**src/rtl/alu_execute_stage_if.sv**
```systemverilog
// Request/write-back bundle between decode, the execute stage and the register file.
interface alu_execute_stage_if #(
  parameter int DATA_W = 16,
  parameter int ADDR_W = 8
);
  logic              in_valid;
  logic [3:0]        in_opcode;
  logic [DATA_W-1:0] in_reg_1_val;
  logic [DATA_W-1:0] in_reg_2_val;
  logic [ADDR_W-1:0] in_dest_add;
  logic              out_busy;
  logic [ADDR_W-1:0] out_write_reg_add;
  logic [DATA_W-1:0] out_write_reg_val;
  logic              out_write_en;
  logic              out_zero;
  logic              out_carry;

  // Requester side: issues operations, observes write-back and flags.
  modport master (
    output in_valid, in_opcode, in_reg_1_val, in_reg_2_val, in_dest_add,
    input  out_busy, out_write_reg_add, out_write_reg_val, out_write_en,
           out_zero, out_carry
  );

  // Execute stage side.
  modport slave (
    input  in_valid, in_opcode, in_reg_1_val, in_reg_2_val, in_dest_add,
    output out_busy, out_write_reg_add, out_write_reg_val, out_write_en,
           out_zero, out_carry
  );
endinterface

```
**src/rtl/alu_execute_stage.sv**
```systemverilog
// Execute stage: single-cycle ALU ops plus an iterative shift-add multiplier,
// writing one result per operation into the register file and tracking Z/C flags.
module alu_execute_stage #(
  parameter int DATA_W     = 16,
  parameter int ADDR_W     = 8,
  parameter int MUL_CYCLES = 16
) (
  input logic               in_clk,
  input logic               in_rst,
  alu_execute_stage_if.slave bus
);

  localparam int CNT_W = (MUL_CYCLES > 1) ? $clog2(MUL_CYCLES) : 1;
  localparam int SH_W  = (DATA_W > 1) ? $clog2(DATA_W) : 1;

  typedef enum logic {
    ST_IDLE,
    ST_MUL
  } state_e;

  typedef enum logic [3:0] {
    OP_ADD = 4'd0,
    OP_SUB = 4'd1,
    OP_AND = 4'd2,
    OP_OR  = 4'd3,
    OP_XOR = 4'd4,
    OP_SHL = 4'd5,
    OP_SHR = 4'd6,
    OP_MUL = 4'd7,
    OP_MOV = 4'd8
  } op_e;

  state_e              state_q, state_d;
  logic [2*DATA_W-1:0] acc_q, acc_d;
  logic [2*DATA_W-1:0] mcand_q, mcand_d;
  logic [DATA_W-1:0]   mplier_q, mplier_d;
  logic [CNT_W-1:0]    count_q, count_d;
  logic [ADDR_W-1:0]   dest_q, dest_d;
  logic [ADDR_W-1:0]   wr_add_q, wr_add_d;
  logic [DATA_W-1:0]   wr_val_q, wr_val_d;
  logic                wr_en_q, wr_en_d;
  logic                zero_q, zero_d;
  logic                carry_q, carry_d;

  logic [DATA_W-1:0]   alu_res;
  logic                alu_carry;
  logic                alu_we;
  logic [DATA_W:0]     add_ext, sub_ext, shl_ext, shr_ext;
  logic [SH_W-1:0]     shamt;
  logic [2*DATA_W-1:0] acc_step;

  // Single-cycle ALU result, carry and whether the opcode writes back.
  always_comb begin
    alu_res   = '0;
    alu_carry = 1'b0;
    alu_we    = 1'b1;
    shamt     = bus.in_reg_2_val[SH_W-1:0];
    add_ext   = {1'b0, bus.in_reg_1_val} + {1'b0, bus.in_reg_2_val};
    sub_ext   = {1'b0, bus.in_reg_1_val} - {1'b0, bus.in_reg_2_val};
    // Extra bit beside the operand catches the last bit shifted out; a zero shift leaves it 0.
    shl_ext   = {1'b0, bus.in_reg_1_val} << shamt;
    shr_ext   = {bus.in_reg_1_val, 1'b0} >> shamt;
    case (op_e'(bus.in_opcode))
      OP_ADD: begin alu_res = add_ext[DATA_W-1:0]; alu_carry = add_ext[DATA_W]; end
      OP_SUB: begin alu_res = sub_ext[DATA_W-1:0]; alu_carry = sub_ext[DATA_W]; end
      OP_AND: alu_res = bus.in_reg_1_val & bus.in_reg_2_val;
      OP_OR:  alu_res = bus.in_reg_1_val | bus.in_reg_2_val;
      OP_XOR: alu_res = bus.in_reg_1_val ^ bus.in_reg_2_val;
      OP_SHL: begin alu_res = shl_ext[DATA_W-1:0]; alu_carry = shl_ext[DATA_W]; end
      OP_SHR: begin alu_res = shr_ext[DATA_W:1]; alu_carry = shr_ext[0]; end
      OP_MOV: alu_res = bus.in_reg_2_val;
      default: alu_we = 1'b0;
    endcase
  end

  // Next-state: accept requests in IDLE, iterate the multiplier in MUL.
  always_comb begin
    state_d  = state_q;
    acc_d    = acc_q;
    mcand_d  = mcand_q;
    mplier_d = mplier_q;
    count_d  = count_q;
    dest_d   = dest_q;
    wr_add_d = wr_add_q;
    wr_val_d = wr_val_q;
    wr_en_d  = 1'b0;
    zero_d   = zero_q;
    carry_d  = carry_q;
    acc_step = acc_q + (mplier_q[0] ? mcand_q : '0);
    case (state_q)
      ST_IDLE: begin
        if (bus.in_valid) begin
          if (op_e'(bus.in_opcode) == OP_MUL) begin
            state_d  = ST_MUL;
            acc_d    = '0;
            mcand_d  = {{DATA_W{1'b0}}, bus.in_reg_1_val};
            mplier_d = bus.in_reg_2_val;
            count_d  = '0;
            dest_d   = bus.in_dest_add;
          end else if (alu_we) begin
            wr_en_d  = 1'b1;
            wr_add_d = bus.in_dest_add;
            wr_val_d = alu_res;
            zero_d   = (alu_res == '0);
            carry_d  = alu_carry;
          end
        end
      end
      ST_MUL: begin
        acc_d    = acc_step;
        mcand_d  = mcand_q << 1;
        mplier_d = mplier_q >> 1;
        count_d  = count_q + CNT_W'(1);
        // The final iteration's sum is written directly so the result lands on the same edge.
        if (count_q == CNT_W'(MUL_CYCLES - 1)) begin
          state_d  = ST_IDLE;
          wr_en_d  = 1'b1;
          wr_add_d = dest_q;
          wr_val_d = acc_step[DATA_W-1:0];
          zero_d   = (acc_step[DATA_W-1:0] == '0);
          carry_d  = |acc_step[2*DATA_W-1:DATA_W];
        end
      end
      default: state_d = ST_IDLE;
    endcase
  end

  // State and output registers with synchronous reset.
  always_ff @(posedge in_clk) begin
    if (in_rst) begin
      state_q  <= ST_IDLE;
      acc_q    <= '0;
      mcand_q  <= '0;
      mplier_q <= '0;
      count_q  <= '0;
      dest_q   <= '0;
      wr_add_q <= '0;
      wr_val_q <= '0;
      wr_en_q  <= 1'b0;
      zero_q   <= 1'b0;
      carry_q  <= 1'b0;
    end else begin
      state_q  <= state_d;
      acc_q    <= acc_d;
      mcand_q  <= mcand_d;
      mplier_q <= mplier_d;
      count_q  <= count_d;
      dest_q   <= dest_d;
      wr_add_q <= wr_add_d;
      wr_val_q <= wr_val_d;
      wr_en_q  <= wr_en_d;
      zero_q   <= zero_d;
      carry_q  <= carry_d;
    end
  end

  assign bus.out_busy          = (state_q == ST_MUL);
  assign bus.out_write_reg_add = wr_add_q;
  assign bus.out_write_reg_val = wr_val_q;
  assign bus.out_write_en      = wr_en_q;
  assign bus.out_zero          = zero_q;
  assign bus.out_carry         = carry_q;

endmodule
```
**src/flat_wrapper.sv**
```systemverilog
// flat-port wrapper written by rule: the top's interface ports become plain ports
module alu_execute_stage_flat 
#(
  parameter int DATA_W     = 16,
  parameter int ADDR_W     = 8,
  parameter int MUL_CYCLES = 16
)
  (in_clk, in_rst, bus_in_valid, bus_in_opcode, bus_in_reg_1_val, bus_in_reg_2_val, bus_in_dest_add, bus_out_busy, bus_out_write_reg_add, bus_out_write_reg_val, bus_out_write_en, bus_out_zero, bus_out_carry);
  alu_execute_stage_if #(.DATA_W(DATA_W), .ADDR_W(ADDR_W)) bus_i ();
  input logic in_clk;
  input logic in_rst;
  input wire logic [$bits(bus_i.in_valid)-1:0] bus_in_valid;
  input wire logic [$bits(bus_i.in_opcode)-1:0] bus_in_opcode;
  input wire logic [$bits(bus_i.in_reg_1_val)-1:0] bus_in_reg_1_val;
  input wire logic [$bits(bus_i.in_reg_2_val)-1:0] bus_in_reg_2_val;
  input wire logic [$bits(bus_i.in_dest_add)-1:0] bus_in_dest_add;
  output wire logic [$bits(bus_i.out_busy)-1:0] bus_out_busy;
  output wire logic [$bits(bus_i.out_write_reg_add)-1:0] bus_out_write_reg_add;
  output wire logic [$bits(bus_i.out_write_reg_val)-1:0] bus_out_write_reg_val;
  output wire logic [$bits(bus_i.out_write_en)-1:0] bus_out_write_en;
  output wire logic [$bits(bus_i.out_zero)-1:0] bus_out_zero;
  output wire logic [$bits(bus_i.out_carry)-1:0] bus_out_carry;
  assign bus_i.in_valid = bus_in_valid;
  assign bus_i.in_opcode = bus_in_opcode;
  assign bus_i.in_reg_1_val = bus_in_reg_1_val;
  assign bus_i.in_reg_2_val = bus_in_reg_2_val;
  assign bus_i.in_dest_add = bus_in_dest_add;
  assign bus_out_busy = bus_i.out_busy;
  assign bus_out_write_reg_add = bus_i.out_write_reg_add;
  assign bus_out_write_reg_val = bus_i.out_write_reg_val;
  assign bus_out_write_en = bus_i.out_write_en;
  assign bus_out_zero = bus_i.out_zero;
  assign bus_out_carry = bus_i.out_carry;
  alu_execute_stage #(.DATA_W(DATA_W), .ADDR_W(ADDR_W), .MUL_CYCLES(MUL_CYCLES)) u_core (.in_clk(in_clk), .in_rst(in_rst), .bus(bus_i));
endmodule
```
**config.mk**
```make
export PLATFORM = sky130hd
export DESIGN_NAME = alu_execute_stage_flat
export DESIGN_NICKNAME = d
export VERILOG_FILES = /design/src/rtl/alu_execute_stage_if.sv /design/src/rtl/alu_execute_stage.sv /design/src/flat_wrapper.sv
export SDC_FILE = /design/constraint.sdc
export NUM_CORES = 1
export LEC_CHECK = 0
export CORE_ASPECT_RATIO = 0.5
export CORE_MARGIN = 4
export CORE_UTILIZATION = 40
export CTS_CLUSTER_DIAMETER = 80
export DETAILED_ROUTE_END_ITERATION = 8
export SLEW_MARGIN = 10
export SYNTH_ARGS = -nofsm -noshare
export SYNTH_HDL_FRONTEND = slang
export SYNTH_SLANG_ARGS = --single-unit
```
**constraint.sdc**
```tcl
create_clock -name in_clk -period 10.3 [get_ports in_clk]
set_clock_uncertainty 0.15 [all_clocks]
set_input_delay 1.545 -clock in_clk [delete_from_list [all_inputs] [get_ports in_clk]]
set_output_delay 1.545 -clock in_clk [all_outputs]
set_load 0.01 [all_outputs]
```
==> results.ini, run 1 <==
[run_status]
run_status = complete, no violations

[timing]
worst_pin_slew_ns = 1.15
slew_headroom_pct = 22.7
fin_setup_tns_ns = 0
whs_ns = 0.315
rsz0062_at_grt = no
period_minus_slack_ns = 5.62
setup_violations = 0
hold_viol_final = 0
max_freq_ghz = 0.178
final.period_utilization_pct = 54.6
slew_violations = 0

[die]
rows = 42
die_h_um = 126
initial_core_util_pct = 41.2
die_area_um2 = 30600
io_pins = 75
die_x_um = 243
core_area_um2 = 26900

[placed_design]
place.gp.congestion = 1.01
place_inst = 1879
numPortBuffers = 74
hpwl_um = 31100

[synthesis]
syn-instance-count = 1523
synth_fp_nets = 1657
synth_flop_cell = dfxtp_1
synthTopCellsByArea = dfxtp_1, ha_1, a21oi_1
synthDistinctLibCells = 87
synth_edf_count = 0
synth.ff_latch_count = 120
syn_area_um2 = 11100
avgSynthCellArea_um2 = 7.27
ys_seq_area_share_pct = 21.7
netlist.area_leader.share_pct = 21.7
ys_warn_count = 0
netlist.top_cell.by_area = dfxtp_1
synthArstFlopShare_pct = 0

[cells_and_area]
layout_commonest_cell = nor2_1
final_cell_mix = nor2_1, a21oi_1, nand2_1, dfxtp_1, ha_1
area_growth_syn_to_layout_pct = 13.2
finalNonFillerCells = 1911
fin_nets = 1658
diodes = 0
final_util_pct = 46.7
drive_gt1_share_pct = 5.99

[critical_path]
r2r-start = u_core.mplier_q[0]
cp-start-kind = input pin
worstSetupPathType = in -> reg
path_max_fanout = 14
cp.arrival_ns = 5.83
cp-startpoint = bus_in_reg_1_val[8]
path_buf_inv = 2
slowest_delay_ns = 0.90
cpMaxStageDelayCell = clkdlybuf4s50_1
cp_top_family = compound AO/OA/AOI/OAI gates
worstPathRequired_ns = 10.50
crit_chain = clkdlybuf4s50_1 > inv_1 > ha_1 > a21oi_1 > nand2_1 > a221o_1 > nor4_1 > nor2_1 > a221o_1 > a211oi_1 > nand4_1 > or3_1 > a21oi_1
endpoint_kind = flop

[cts]
cts_resized = 0
clock_path_buffers = 2
cts_buffers = 17
clk_latency_ns = 0.42
post_cts_buffers = 0
cts.hold.buffers_added = 0
ctsRootBufferMaster = clkbuf_16
cts_tree = yes
clock-sinks = 120
htree_levels = 4
path_clk_slew_ns = 0.06

[global_routing]
grt_antenna_before_repair = 0
grt_max_degree = 105
grt_pass1_wl_um = 65000
grt_usage_pct = 26.7
grt_pass1_vias = 10800
gr-total-overflow = 0

[detailed_routing]
drt-total-wl_um = 42200
first_pass_iters = 7
avgViaCountPerCell = 6.11
vias = 11700
drt-initial-drc-count = 1090
wl_per_cell_um = 22.1
drt.antenna.violating_nets = 0
drc = 0

[min_path]
min_path_type = reg -> reg
worstHoldStart = u_core.acc_q[6]

[power]
seqPwrFrac_pct = 33.6
p_clk_share_pct = 42.5
peakVddDrop_v = 0.0000810
powerDensity_nw_per_um2 = 115
p_sw_w = 0.000452
swShare_pct = 31.4
total_power_w = 0.00144
p_leak_nw = 5.12
power.internal_w = 0.000988
p_comb_share_pct = 23.9

[job]
maxCapViolCount = 0

==> final cells by class <==
| type | count | area [µm²] |
|---|---|---|
| Inverter | 63 | 236 |
| Sequential cell | 120 | 2410 |
| Clock inverter | 14 | 174 |
| Fill cell | 2742 | 14300 |
| Multi-Input combinational cell | 1231 | 7940 |
| Timing Repair Buffer | 91 | 861 |
| Clock buffer | 18 | 439 |
| Tap cell | 374 | 468 |
==> final timing paths <==
path         cells past startpoint  slack (ns)                  end
min reg2reg                      2        0.31      u_core.acc_q[6]
min                              2        0.31      u_core.acc_q[6]
max reg2reg                     11        5.82  u_core.bus.out_zero
max                             13        4.68  u_core.bus.out_zero
==> cells in the mapped netlist, drive strengths merged, types with 16 or more instances <==
master and n:
o211ai 20, nor2b 18, and3 46, nor3 35
mux2i 36, o21ai 78, a21oi 205, and2 35
ha 84, nand2 120, clkbuf 74, xnor2 25
dfxtp 120, nand3 23, nor2 226, a31oi 16
a211oi 26, buf 35, inv 63
==> worst min-delay path, stage by stage, from the launching register on <==
cell     delay, ns
dfxtp_1       0.31
nand2_1       0.05
a21oi_1       0.05
==> registers in the layout (all words and copies together), names as in the netlist <==
| name | flops |
|---|---|
| u_core.acc_q | 32 |
| u_core.mcand_q | 32 |
| u_core.bus.out_write_reg_val | 16 |
| u_core.mplier_q | 16 |
| u_core.bus.out_write_reg_add | 8 |
| u_core.dest_q | 8 |
| u_core.count_q | 4 |
| u_core.bus.out_busy | 1 |
| u_core.bus.out_carry | 1 |
| u_core.bus.out_write_en | 1 |
| u_core.bus.out_zero | 1 |
==> metal layers <==
layer / up-vias / share of wire, % / wire length, µm / global-route usage (%)
met5: - / 0 / 0 / 0
met4: 0 / 2.0 / 855 / 6.51
met3: 57 / 7.0 / 2930 / 5.20
met2: 422 / 44 / 18500 / 41.9
met1: 5694 / 47 / 19900 / 37.9
li1: 5509 / - / - / -
==> cells by family after synthesis <==
family                   share of synthesized area [%]
AO/OA/AOI/OAI                                     27.3
AND/OR/NAND/NOR                                   24.4
flip-flops                                        21.7
buffers and inverters                             6.68
multiplexers                                      6.95
adder cells (fa/ha/maj)                           10.0
XOR/XNOR                                          2.93
==> stage by stage <==
stage	setup WS (ns)	area, µm²
floorplan	5.38	11100
global placement	4.37	11900
detailed placement	4.44	11900
CTS	4.86	12500
global route	4.59	12500
finish	4.68	12500
==> power groups by stage <==
stage / clock, W / sequential, W / combinational [W]
after floorplan: 0 / 0.000493 / 0.000208
after global placement: 0 / 0.000493 / 0.000335
after detailed placement: 0 / 0.000493 / 0.000333
after CTS: 0.000624 / 0.000483 / 0.000335
after global routing: 0.000644 / 0.000484 / 0.000367
final: 0.000613 / 0.000483 / 0.000345
(Power assumes the default switching activity.)
==> run 2, diff against run 1 <==
==> constraint.sdc (replaced) <==
create_clock -name in_clk -period 5.4 [get_ports in_clk]
set_clock_uncertainty 0.15 [all_clocks]
set_input_delay 0.81 -clock in_clk [delete_from_list [all_inputs] [get_ports in_clk]]
set_output_delay 0.81 -clock in_clk [all_outputs]
set_load 0.01 [all_outputs]
==> results.ini, run 2 (same netlist as run 1, synthesis figures left out) <==
[global_routing]
grt_antenna_before_repair = 2  ; was 0
grt_usage_pct = 27.6  ; was 26.7%
gr-total-overflow = 0  ; unchanged
grt_max_degree = 102  ; was 105
grt_pass1_wl_um = 66800  ; was 65000 µm
grt_pass1_vias = 11100  ; was 10800

[cts]
cts_buffers = 17  ; unchanged
clock-sinks = 120  ; unchanged
cts_resized = 0  ; unchanged
cts.hold.buffers_added = 0  ; unchanged
clock_path_buffers = 2  ; unchanged
post_cts_buffers = 0  ; unchanged
htree_levels = 4  ; unchanged
ctsRootBufferMaster = clkbuf_16  ; unchanged
clk_latency_ns = 0.43  ; was 0.42 ns
cts_tree = yes  ; unchanged
path_clk_slew_ns = 0.06  ; about the same

[critical_path]
cp-start-kind = input pin  ; unchanged
worstPathRequired_ns = 5.61  ; was 10.50 ns
path_max_fanout = 14  ; unchanged
path_common_cell = a21oi_1
slowest_delay_ns = 0.66  ; was 0.90 ns
crit_chain = clkdlybuf4s50_1 > inv_1 > ha_1 > a21oi_1 > a21boi_0 > o21a_1 > o32ai_1 > o21ai_0 > a211o_1 > nor4bb_1 > nand4_1 > or3_1 > a21oi_1  ; was clkdlybuf4s50_1 > inv_1 > ha_1 > a21oi_1 > nand2_1 > a221o_1 > nor4_1 > nor2_1 > a221o_1 > a211oi_1 > nand4_1 > or3_1 > a21oi_1
worst-r2r-cell-count = 11  ; unchanged
worstSetupPathType = in -> reg  ; unchanged
cpMaxStageDelayCell = clkdlybuf4s50_1  ; unchanged
endpoint_kind = flop  ; unchanged
cp.arrival_ns = 4.94  ; was 5.83 ns

[timing]
fin_setup_tns_ns = 0  ; unchanged
final.period_utilization_pct = 87.6
max_freq_ghz = 0.211
worst_pin_slew_ns = 1.12  ; was 1.15 ns
hold_viol_final = 0  ; unchanged
slew_violations = 0  ; unchanged
setup_violations = 0  ; unchanged
period_minus_slack_ns = 4.73
slew_headroom_pct = 25.1  ; was 22.7%
setup_ws_ns = 0.668  ; was 4.68 ns
rsz0062_at_grt = no  ; unchanged

[die]
core_area_um2 = 26900  ; unchanged
rows = 42  ; unchanged
die_area_um2 = 30600  ; unchanged
initial_core_util_pct = 41.2  ; unchanged
io_pins = 75  ; unchanged
die_x_um = 243  ; unchanged
die_h_um = 126  ; unchanged

[placed_design]
dp_slack_ns = 0.423  ; was 4.44 ns
place.gp.congestion = 1.01  ; about the same
hpwl_um = 32900  ; was 31100 µm
numPortBuffers = 74  ; unchanged

[power]
powerDensity_nw_per_um2 = 215  ; was 115 nW/µm²
total_power_w = 0.00274  ; was 0.00144 W
peakVddDrop_v = 0.000193  ; was 0.0000810 V
p_leak_nw = 5.24  ; was 5.12 nW

[cells_and_area]
fin_nets = 1687  ; was 1658
drive_gt1_share_pct = 7.73  ; was 5.99%
layout_commonest_cell = nor2_1  ; unchanged
final_cell_mix = nor2_1, a21oi_1, nand2_1, dfxtp_1, ha_1  ; unchanged
area_growth_syn_to_layout_pct = 15.0  ; was 13.2%
top_regs = u_core.acc_q x32, u_core.mcand_q x32  ; unchanged

[job]
maxCapViolCount = 0  ; unchanged

[detailed_routing]
drt.antenna.violating_nets = 0  ; unchanged
avgViaCountPerCell = 6.12  ; was 6.11
drc = 0  ; unchanged
first_pass_iters = 5  ; was 7
drt-total-wl_um = 43800  ; was 42200 µm
drt-initial-drc-count = 1354  ; was 1090
wl_per_cell_um = 22.6  ; was 22.1 µm
vias = 11900  ; was 11700

[min_path]
min_path_type = reg -> reg  ; unchanged
hold_depth = 2  ; unchanged

[run_status]
run_status = complete, no violations  ; unchanged

==> run 2: changes by cell type in the layout (fill, tap and decap cells not counted) <==
| cell | previous run | this run |
|---|---|---|
| bufinv_16 | 3 | 2 |
| buf_4 | 18 | 46 |
| diode_2 | 0 | 1 |
| nor4b_4 | 1 | 0 |
| nor4b_2 | 1 | 2 |
| clkinvlp_4 | 4 | 5 |
| buf_12 | 0 | 1 |
==> run 2: report_power, final <==
group | internal [W] | leakage [nW] | switching (W)
sequential | 0.000905 | 0.972 | 0.0000167
combinational | 0.000254 | 4.00 | 0.000428
clock | 0.000692 | 0.275 | 0.000441
==> run 2: per-layer routing <==
metal / vias up / part of all wire (%) / track usage, %
li1: 5571 / - / -
met1: 5703 / 46 / 39.5
met2: 520 / 42 / 40.6
met3: 86 / 9.0 / 6.92
met4: 4 / 3.1 / 9.25
met5: - / 0.048 / 0
==> run 2: worst max-delay path: cells and delay by family <==
family	cells	cell delay, ns
AND/OR/NAND/NOR	3	0.94
buffers and inverters	2	0.86
AO/OA/AOI/OAI	7	1.78
adder cells (fa/ha/maj)	1	0.54
==> run 2: path summary, 6_finish.rpt <==
path	from	end	slack, ns
min reg2reg	u_core.bus.out_write_reg_val[12]	u_core.bus.out_write_reg_val[12]	0.30
max	bus_in_reg_1_val[6]	u_core.bus.out_zero	0.67
min	u_core.bus.out_write_reg_val[12]	u_core.bus.out_write_reg_val[12]	0.30
max reg2reg	u_core.mplier_q[0]	u_core.bus.out_zero	0.79
==> run 2: metrics by stage <==
step           hold slack (ns)  instance area, µm²  std cells  util (%)
5_1_grt                  0.334               12700       1940      47.4
3_3_place_gp             0.299               12100       1908      45.2
4_1_cts                  0.309               12700       1940      47.4
2_1_floorplan            0.290               11100       1523         -
3_5_place_dp             0.301               12100       1908      45.2
6_report                 0.303               12700       1941      47.4
==> run 2: layout make-up <==
cell class,count,area [µm²]
antenna,1,2.50
multi-input combinational,1231,7940
timing repair buffer,120,1090
clock buffer,18,439
inverter,63,236
clock inverter,14,151
tap,374,468
sequential,120,2410
fill,2694,14100
